### config.mk
export PLATFORM = sky130hd
export DESIGN_NAME = ysyx_24090012_ctrl
export DESIGN_NICKNAME = d
export VERILOG_FILES = /design/src/rtl/ysyx_24090012_pkg.sv /design/src/rtl/ysyx_24090012_ctrl_timer.sv /design/src/rtl/ysyx_24090012_ctrl.sv
export SDC_FILE = /design/constraint.sdc
export NUM_CORES = 1
export LEC_CHECK = 0
export CAP_MARGIN = 5
export CORE_MARGIN = 3
export CORE_UTILIZATION = 46
export CTS_BUF_LIST = sky130_fd_sc_hd__clkbuf_16
export CTS_CLUSTER_DIAMETER = 120
export CTS_CLUSTER_SIZE = 12
export DETAILED_ROUTE_END_ITERATION = 8
export GPL_TIMING_DRIVEN = 0
export PLACE_DENSITY_LB_ADDON = 0.05
export SETUP_SLACK_MARGIN = 0.3
export SYNTH_ARGS = -nofsm -noshare
export SYNTH_HDL_FRONTEND = slang
export SYNTH_SLANG_ARGS = --single-unit
### constraint.sdc
create_clock -name clk -period 2.95 [get_ports clk]
set_input_delay 0.4425 -clock clk [delete_from_list [all_inputs] [get_ports clk]]
set_output_delay 0.4425 -clock clk [all_outputs]
set_load 0.05 [all_outputs]
### src/rtl/ysyx_24090012_pkg.sv
// Shared constants for the RV32E multi-cycle controller: decoder op codes,
// sequencer states, error codes and reset defaults.
package ysyx_24090012_pkg;

  localparam logic [3:0] OP_ADDI    = 4'b0000;
  localparam logic [3:0] OP_SEQZ    = 4'b0001;
  localparam logic [3:0] OP_LUI     = 4'b0010;
  localparam logic [3:0] OP_ADD     = 4'b0011;
  localparam logic [3:0] OP_SUB     = 4'b0100;
  localparam logic [3:0] OP_AUIPC   = 4'b0101;
  localparam logic [3:0] OP_BEQ     = 4'b0110;
  localparam logic [3:0] OP_BNE     = 4'b0111;
  localparam logic [3:0] OP_LW      = 4'b1000;
  localparam logic [3:0] OP_SW      = 4'b1001;
  localparam logic [3:0] OP_JAL     = 4'b1010;
  localparam logic [3:0] OP_EBREAK  = 4'b1011;
  localparam logic [3:0] OP_JALR    = 4'b1100;
  localparam logic [3:0] OP_ILLEGAL = 4'b1111;

  typedef enum logic [3:0] {
    S_IDLE,
    S_FETCH,
    S_FWAIT,
    S_DECODE,
    S_EXEC,
    S_MEM,
    S_MWAIT,
    S_WB,
    S_HALT,
    S_ERROR
  } state_e;

  localparam logic [1:0] ERR_NONE    = 2'b00;
  localparam logic [1:0] ERR_ILLEGAL = 2'b01;
  localparam logic [1:0] ERR_TIMEOUT = 2'b10;

  localparam logic [31:0] DEF_RESET_PC = 32'h8000_0000;
  localparam logic [31:0] DEF_NOP_INST = 32'h0000_0013;

  function automatic logic is_bus_wait(input state_e s);
    return (s == S_FETCH) || (s == S_FWAIT) || (s == S_MEM) || (s == S_MWAIT);
  endfunction

endpackage

### src/rtl/ysyx_24090012_ctrl_timer.sv
// Bus-wait watchdog: cleared on state entry, counts cycles spent waiting,
// flags expiry on the TIMEOUT-th waiting cycle. TIMEOUT = 0 disables it.
module ysyx_24090012_ctrl_timer #(
  parameter int unsigned TIMEOUT = 255
) (
  input  logic clk,
  input  logic rst_n,
  input  logic clr,
  input  logic inc,
  output logic expired
);

  localparam int unsigned W = (TIMEOUT < 2) ? 1 : $clog2(TIMEOUT + 1);

  logic [W-1:0] cnt_q;
  logic [W-1:0] cnt_d;

  // cnt_q is the number of waiting cycles already completed, so the current
  // cycle is number cnt_q + 1.
  always_comb begin
    expired = (TIMEOUT != 0) && ((32'(cnt_q) + 32'd1) >= TIMEOUT);
    cnt_d   = cnt_q;
    if (clr) begin
      cnt_d = '0;
    end else if (inc && (TIMEOUT != 0) && !expired) begin
      cnt_d = cnt_q + W'(1);
    end
  end

  always_ff @(posedge clk or negedge rst_n) begin
    if (!rst_n) begin
      cnt_q <= '0;
    end else begin
      cnt_q <= cnt_d;
    end
  end

endmodule

### src/rtl/ysyx_24090012_ctrl.sv
// Multi-cycle sequencer for the RV32E core: owns PC/IR, runs fetch and LSU
// handshakes, strobes rf_we. Define YSYX_24090012_CTRL_PERF_EN for perf counters.
module ysyx_24090012_ctrl
  import ysyx_24090012_pkg::*;
#(
  parameter logic [31:0] RESET_PC = DEF_RESET_PC,
  parameter int unsigned TIMEOUT  = 255,
  parameter logic [31:0] NOP_INST = DEF_NOP_INST
) (
  input  logic        clk,
  input  logic        rst_n,
  output logic [31:0] pc,
  output logic        ifu_req_valid,
  input  logic        ifu_req_ready,
  input  logic        ifu_rsp_valid,
  input  logic [31:0] ifu_rsp_data,
  output logic [31:0] inst,
  input  logic [3:0]  alu_op,
  input  logic [31:0] npc,
  output logic        mem_req_valid,
  output logic        mem_req_wen,
  input  logic        mem_req_ready,
  input  logic        mem_rsp_valid,
  output logic        rf_we,
  output logic        halt,
  output logic        err,
`ifdef YSYX_24090012_CTRL_PERF_EN
  output logic [63:0] cycle_cnt,
  output logic [63:0] instret_cnt,
`endif
  output logic [1:0]  err_code
);

  state_e      state_q, state_d;
  logic [31:0] pc_q, pc_d;
  logic [31:0] inst_q, inst_d;
  logic [1:0]  err_code_q, err_code_d;
  logic        tmr_clr;
  logic        tmr_expired;

  ysyx_24090012_ctrl_timer #(
    .TIMEOUT(TIMEOUT)
  ) u_timer (
    .clk    (clk),
    .rst_n  (rst_n),
    .clr    (tmr_clr),
    .inc    (is_bus_wait(state_q)),
    .expired(tmr_expired)
  );

  always_comb begin
    state_d    = state_q;
    pc_d       = pc_q;
    inst_d     = inst_q;
    err_code_d = err_code_q;
    unique case (state_q)
      S_IDLE:   state_d = S_FETCH;
      S_FETCH: begin
        if (ifu_req_ready) begin
          state_d = S_FWAIT;
        end else if (tmr_expired) begin
          state_d    = S_ERROR;
          err_code_d = ERR_TIMEOUT;
        end
      end
      S_FWAIT: begin
        if (ifu_rsp_valid) begin
          inst_d  = ifu_rsp_data;
          state_d = S_DECODE;
        end else if (tmr_expired) begin
          state_d    = S_ERROR;
          err_code_d = ERR_TIMEOUT;
        end
      end
      S_DECODE: begin
        if (alu_op == OP_ILLEGAL) begin
          state_d    = S_ERROR;
          err_code_d = ERR_ILLEGAL;
        end else if (alu_op == OP_EBREAK) begin
          state_d = S_HALT;
        end else begin
          state_d = S_EXEC;
        end
      end
      S_EXEC:   state_d = ((alu_op == OP_LW) || (alu_op == OP_SW)) ? S_MEM : S_WB;
      S_MEM: begin
        if (mem_req_ready) begin
          state_d = S_MWAIT;
        end else if (tmr_expired) begin
          state_d    = S_ERROR;
          err_code_d = ERR_TIMEOUT;
        end
      end
      S_MWAIT: begin
        if (mem_rsp_valid) begin
          state_d = S_WB;
        end else if (tmr_expired) begin
          state_d    = S_ERROR;
          err_code_d = ERR_TIMEOUT;
        end
      end
      S_WB: begin
        pc_d    = npc;
        state_d = S_FETCH;
      end
      S_HALT:   state_d = S_HALT;
      S_ERROR:  state_d = S_ERROR;
      default:  state_d = S_IDLE;
    endcase

    // Every state change clears the watchdog, so each wait state starts at 0.
    tmr_clr = (state_d != state_q);

    pc            = pc_q;
    inst          = inst_q;
    err_code      = err_code_q;
    ifu_req_valid = (state_q == S_FETCH);
    mem_req_valid = (state_q == S_MEM);
    mem_req_wen   = (state_q == S_MEM) && (alu_op == OP_SW);
    rf_we         = (state_q == S_WB) &&
                    !((alu_op == OP_BEQ) || (alu_op == OP_BNE) || (alu_op == OP_SW));
    halt          = (state_q == S_HALT);
    err           = (state_q == S_ERROR);
  end

  always_ff @(posedge clk or negedge rst_n) begin
    if (!rst_n) begin
      state_q    <= S_IDLE;
      pc_q       <= RESET_PC;
      inst_q     <= NOP_INST;
      err_code_q <= ERR_NONE;
    end else begin
      state_q    <= state_d;
      pc_q       <= pc_d;
      inst_q     <= inst_d;
      err_code_q <= err_code_d;
    end
  end

`ifdef YSYX_24090012_CTRL_PERF_EN
  logic [63:0] cycle_cnt_q, cycle_cnt_d;
  logic [63:0] instret_cnt_q, instret_cnt_d;

  always_comb begin
    cycle_cnt_d   = cycle_cnt_q;
    instret_cnt_d = instret_cnt_q;
    if ((state_q != S_IDLE) && (state_q != S_HALT) && (state_q != S_ERROR)) begin
      cycle_cnt_d = cycle_cnt_q + 64'd1;
    end
    if (state_q == S_WB) begin
      instret_cnt_d = instret_cnt_q + 64'd1;
    end
  end

  always_ff @(posedge clk or negedge rst_n) begin
    if (!rst_n) begin
      cycle_cnt_q   <= '0;
      instret_cnt_q <= '0;
    end else begin
      cycle_cnt_q   <= cycle_cnt_d;
      instret_cnt_q <= instret_cnt_d;
    end
  end

  assign cycle_cnt   = cycle_cnt_q;
  assign instret_cnt = instret_cnt_q;
`else
  // Performance counters are not built in this configuration.
`endif

endmodule
==> run summary <==
DR pass1 iterations: 4
Final Skew: 0.00465 ns
Power Total: 6870 uW
Worst-Margin Slew: 0.698 ns
Post-synth top flop: dfrtp_1
GPL Wtd Cong: 0.871
GRT overflow: 0
Initial core utilization: 0.489
Post-synthesis adder-cell area fraction: 0.00729
DR WL/cell: 17.0 um
Pwr Density: 1290 mW/mm^2
H-tree depth: 3
XOR/XNOR share of the synthesized area: 0.00255
DRC Markers: 0
Fmax: 397 MHz
Leak: 0.00222 uW
Antenna viol nets, final: 0
Sequential Power Share: 0.268
Total number of vias: 2773
Post-CTS setup buffer count: 0
Syn_area_per_cell: 13.0 sq um
Clock share of power: 0.142
Layout cells sized above 1: 0.250
DP HPWL: 6580 um
Clk Latency, worst-skew pair: 0.33 ns
WP data required: 2.51 ns
CTS tree: built
Worst-path maximum fanout: 10
Relative slew slack: 0.532
NetSw: 3200 uW
Post-synth cell types: 45
N_diodes: 0
CTS root buffer: clkbuf_16
Synth Area in Simple Gates: 0.106
Peak VDD IR: 0.852 mV
Syn_nets: 341
Mapped Area: 0.00343 sq mm
RSZ-0062 raised after global routing: no
Critical R2R Launch: u_timer.cnt_q[0]
Fin nets: 499
Final setup vio count: 0
Clock buffer depth: 2
P&R area growth vs syn: 55.5%
Met3 GRT Util: 0.0918
EDFF count, synth: 0
Min-delay worst type: reg -> reg
Crit Path Category: reg -> out
Clock slew at reported path FFs: 0.06 ns
Hold Fails Final Rpt: 0
Crit path from: state_q[2]
Most used routing layer: met2
Largest family of logic cells by synthesized area: multiplexers
Crit path time final: 2.52 ns
Number of buffers inserted by port buffering: 145
Crit path DAT: 2.08 ns
Fin crit share: 0.855
Min-delay src: err_code[0]
Int Pwr: 3670 uW
Total track usage: 0.218
Ports: 146
Vias in the first global route: 2957
Met1 GRT Util: 0.246
Drt initial violations: 156
Total Wirelength: 8910 um
Largest cells by area after synthesis: dfrtp_1, mux2_2, dfstp_2
Top cell type's share of synthesized area: 0.539
Min Hold Slack: 0.495 ns
Die area: 0.00854 sq mm
Mux share of post-synthesis cell area: 0.216
Critical Path End Type: primary output
Met2 Use GR: 0.358
Yosys reg bits: 78
Antenna violations before repair: 0
Most frequent cells in the layout: clkdlybuf4s50_1, dfrtp_1, mux2_2, nor2_1, nand2_1
Most common cell after layout, fill and taps aside: clkdlybuf4s50_1
Post-synthesis sequential area ratio: 0.570
DR vias/cell: 5.29
TritonCTS Buffers: 9
Gate power share: 0.590
Max-cap violation count: 0
Sw Ratio: 0.465
Async S/R FF share, synth: 1.00
Core Area: 0.00702 sq mm
Status: complete, no violations
First-pass GRT wire length: 14400 um
Startpoint Class: register
Syn Inst Count: 265
Cell taking the most area after synthesis: dfrtp_1
Largest net degree at the start of global routing: 62
YS warnings: 0
Die X: 92.4 um
Die Ht: 92.4 um
# rows: 30
Final Max Tran Viols: 0
Finished Core Util: 0.760
Clock Sinks: 78
Synth Area in Compound Gates: 0.0758
repair_timing:
action | CTS | global route
endpoints found under the setup margin | 6 | 5
resized for setup | 12 | 12
hold buffers | 1 | 0
endpoints found under the hold margin | 17 | 0
final timing paths:
check,endpoint,slack (ns),depth (start not counted)
min reg2reg,err_code[0],0.49,1
max,mem_req_wen,0.43,5
max reg2reg,u_timer.cnt_q[1],0.58,7
min in group asynchronous,u_timer.cnt_q[6],0.53,2
max in group asynchronous,inst[0],1.79,3
min,err_code[0],0.49,1
synth_stat cells, types with 2 or more instances:
cell type,n
nor3b_1,4
dfstp_2,4
nand2_1,11
a211oi_1,2
a311oi_1,3
nand2b_1,3
nor2_1,13
inv_1,3
buf_2,7
nor2b_1,4
a21o_1,2
dfrtp_1,74
a21oi_1,9
clkbuf_1,5
and4_1,3
o21ai_0,10
ha_1,2
nand3_1,7
or3_1,5
nand3b_1,2
nor3_1,3
and2_1,2
mux2_2,65
registers in the layout, indices dropped and copies added, names as in the netlist:
signal	cells
inst	32
pc	32
u_timer.cnt_q	8
state_q	4
err_code	2
per-stage QoR:
stage	worst slack [ns]	setup TNS, ns	cells	instance area (sq um)
5_1_grt	0.292	0	524	5340
2_1_floorplan	0.322	0	265	3450
4_1_cts	0.0689	0	524	5330
6_report	0.428	0	524	5340
3_5_place_dp	-0.174	-0.174	507	5050
3_3_place_gp	-1.38	-103.70	506	5020
critical path: stages (launching register included):
cell and delay, ns:
dfrtp_1 0.34, clkbuf_2 0.21, clkbuf_2 0.26, nor3b_2 0.22, and4_1 0.21, clkdlybuf4s15_1 0.51
cells by family after synthesis:
family | Yosys count
AOI/OAI and AO/OA | 38
xor gates and xnor gates | 1
adders and majority gates | 2
buffers and inverters | 16
DFF | 78
muxes | 66
and+or+nand+nor | 64
power by group through the flow:
stage / Clock (uW) / Sequential, uW / Combinational [uW]
4_1_cts: 1010 / 1840 / 4060
3_5_place_dp: 0 / 1850 / 4040
5_1_grt: 1060 / 1900 / 4230
2_1_floorplan: 0 / 3440 / 1090
6_report: 978 / 1840 / 4050
3_3_place_gp: 0 / 1810 / 3990
layout make-up:
| class | count | area [sq um] |
|---|---|---|
| multi-input cells | 171 | 1430 |
| clock inverters | 7 | 41.3 |
| plain buffers | 13 | 72.6 |
| well taps | 96 | 120 |
| clock buffers | 9 | 225 |
| inverters | 3 | 11.3 |
| flip-flops and latches | 78 | 1960 |
| repair buffers | 147 | 1480 |
| fillers | 468 | 1680 |
layer usage:
layer	part of all wire	vias to the layer above	wire (um)
met4	0.031	0	272
met5	0	-	0
met2	0.49	146	4370
met3	0.10	23	892
met1	0.38	1332	3380
li1	-	1272	-
Note: power is estimated with default switching activity, not from simulation.
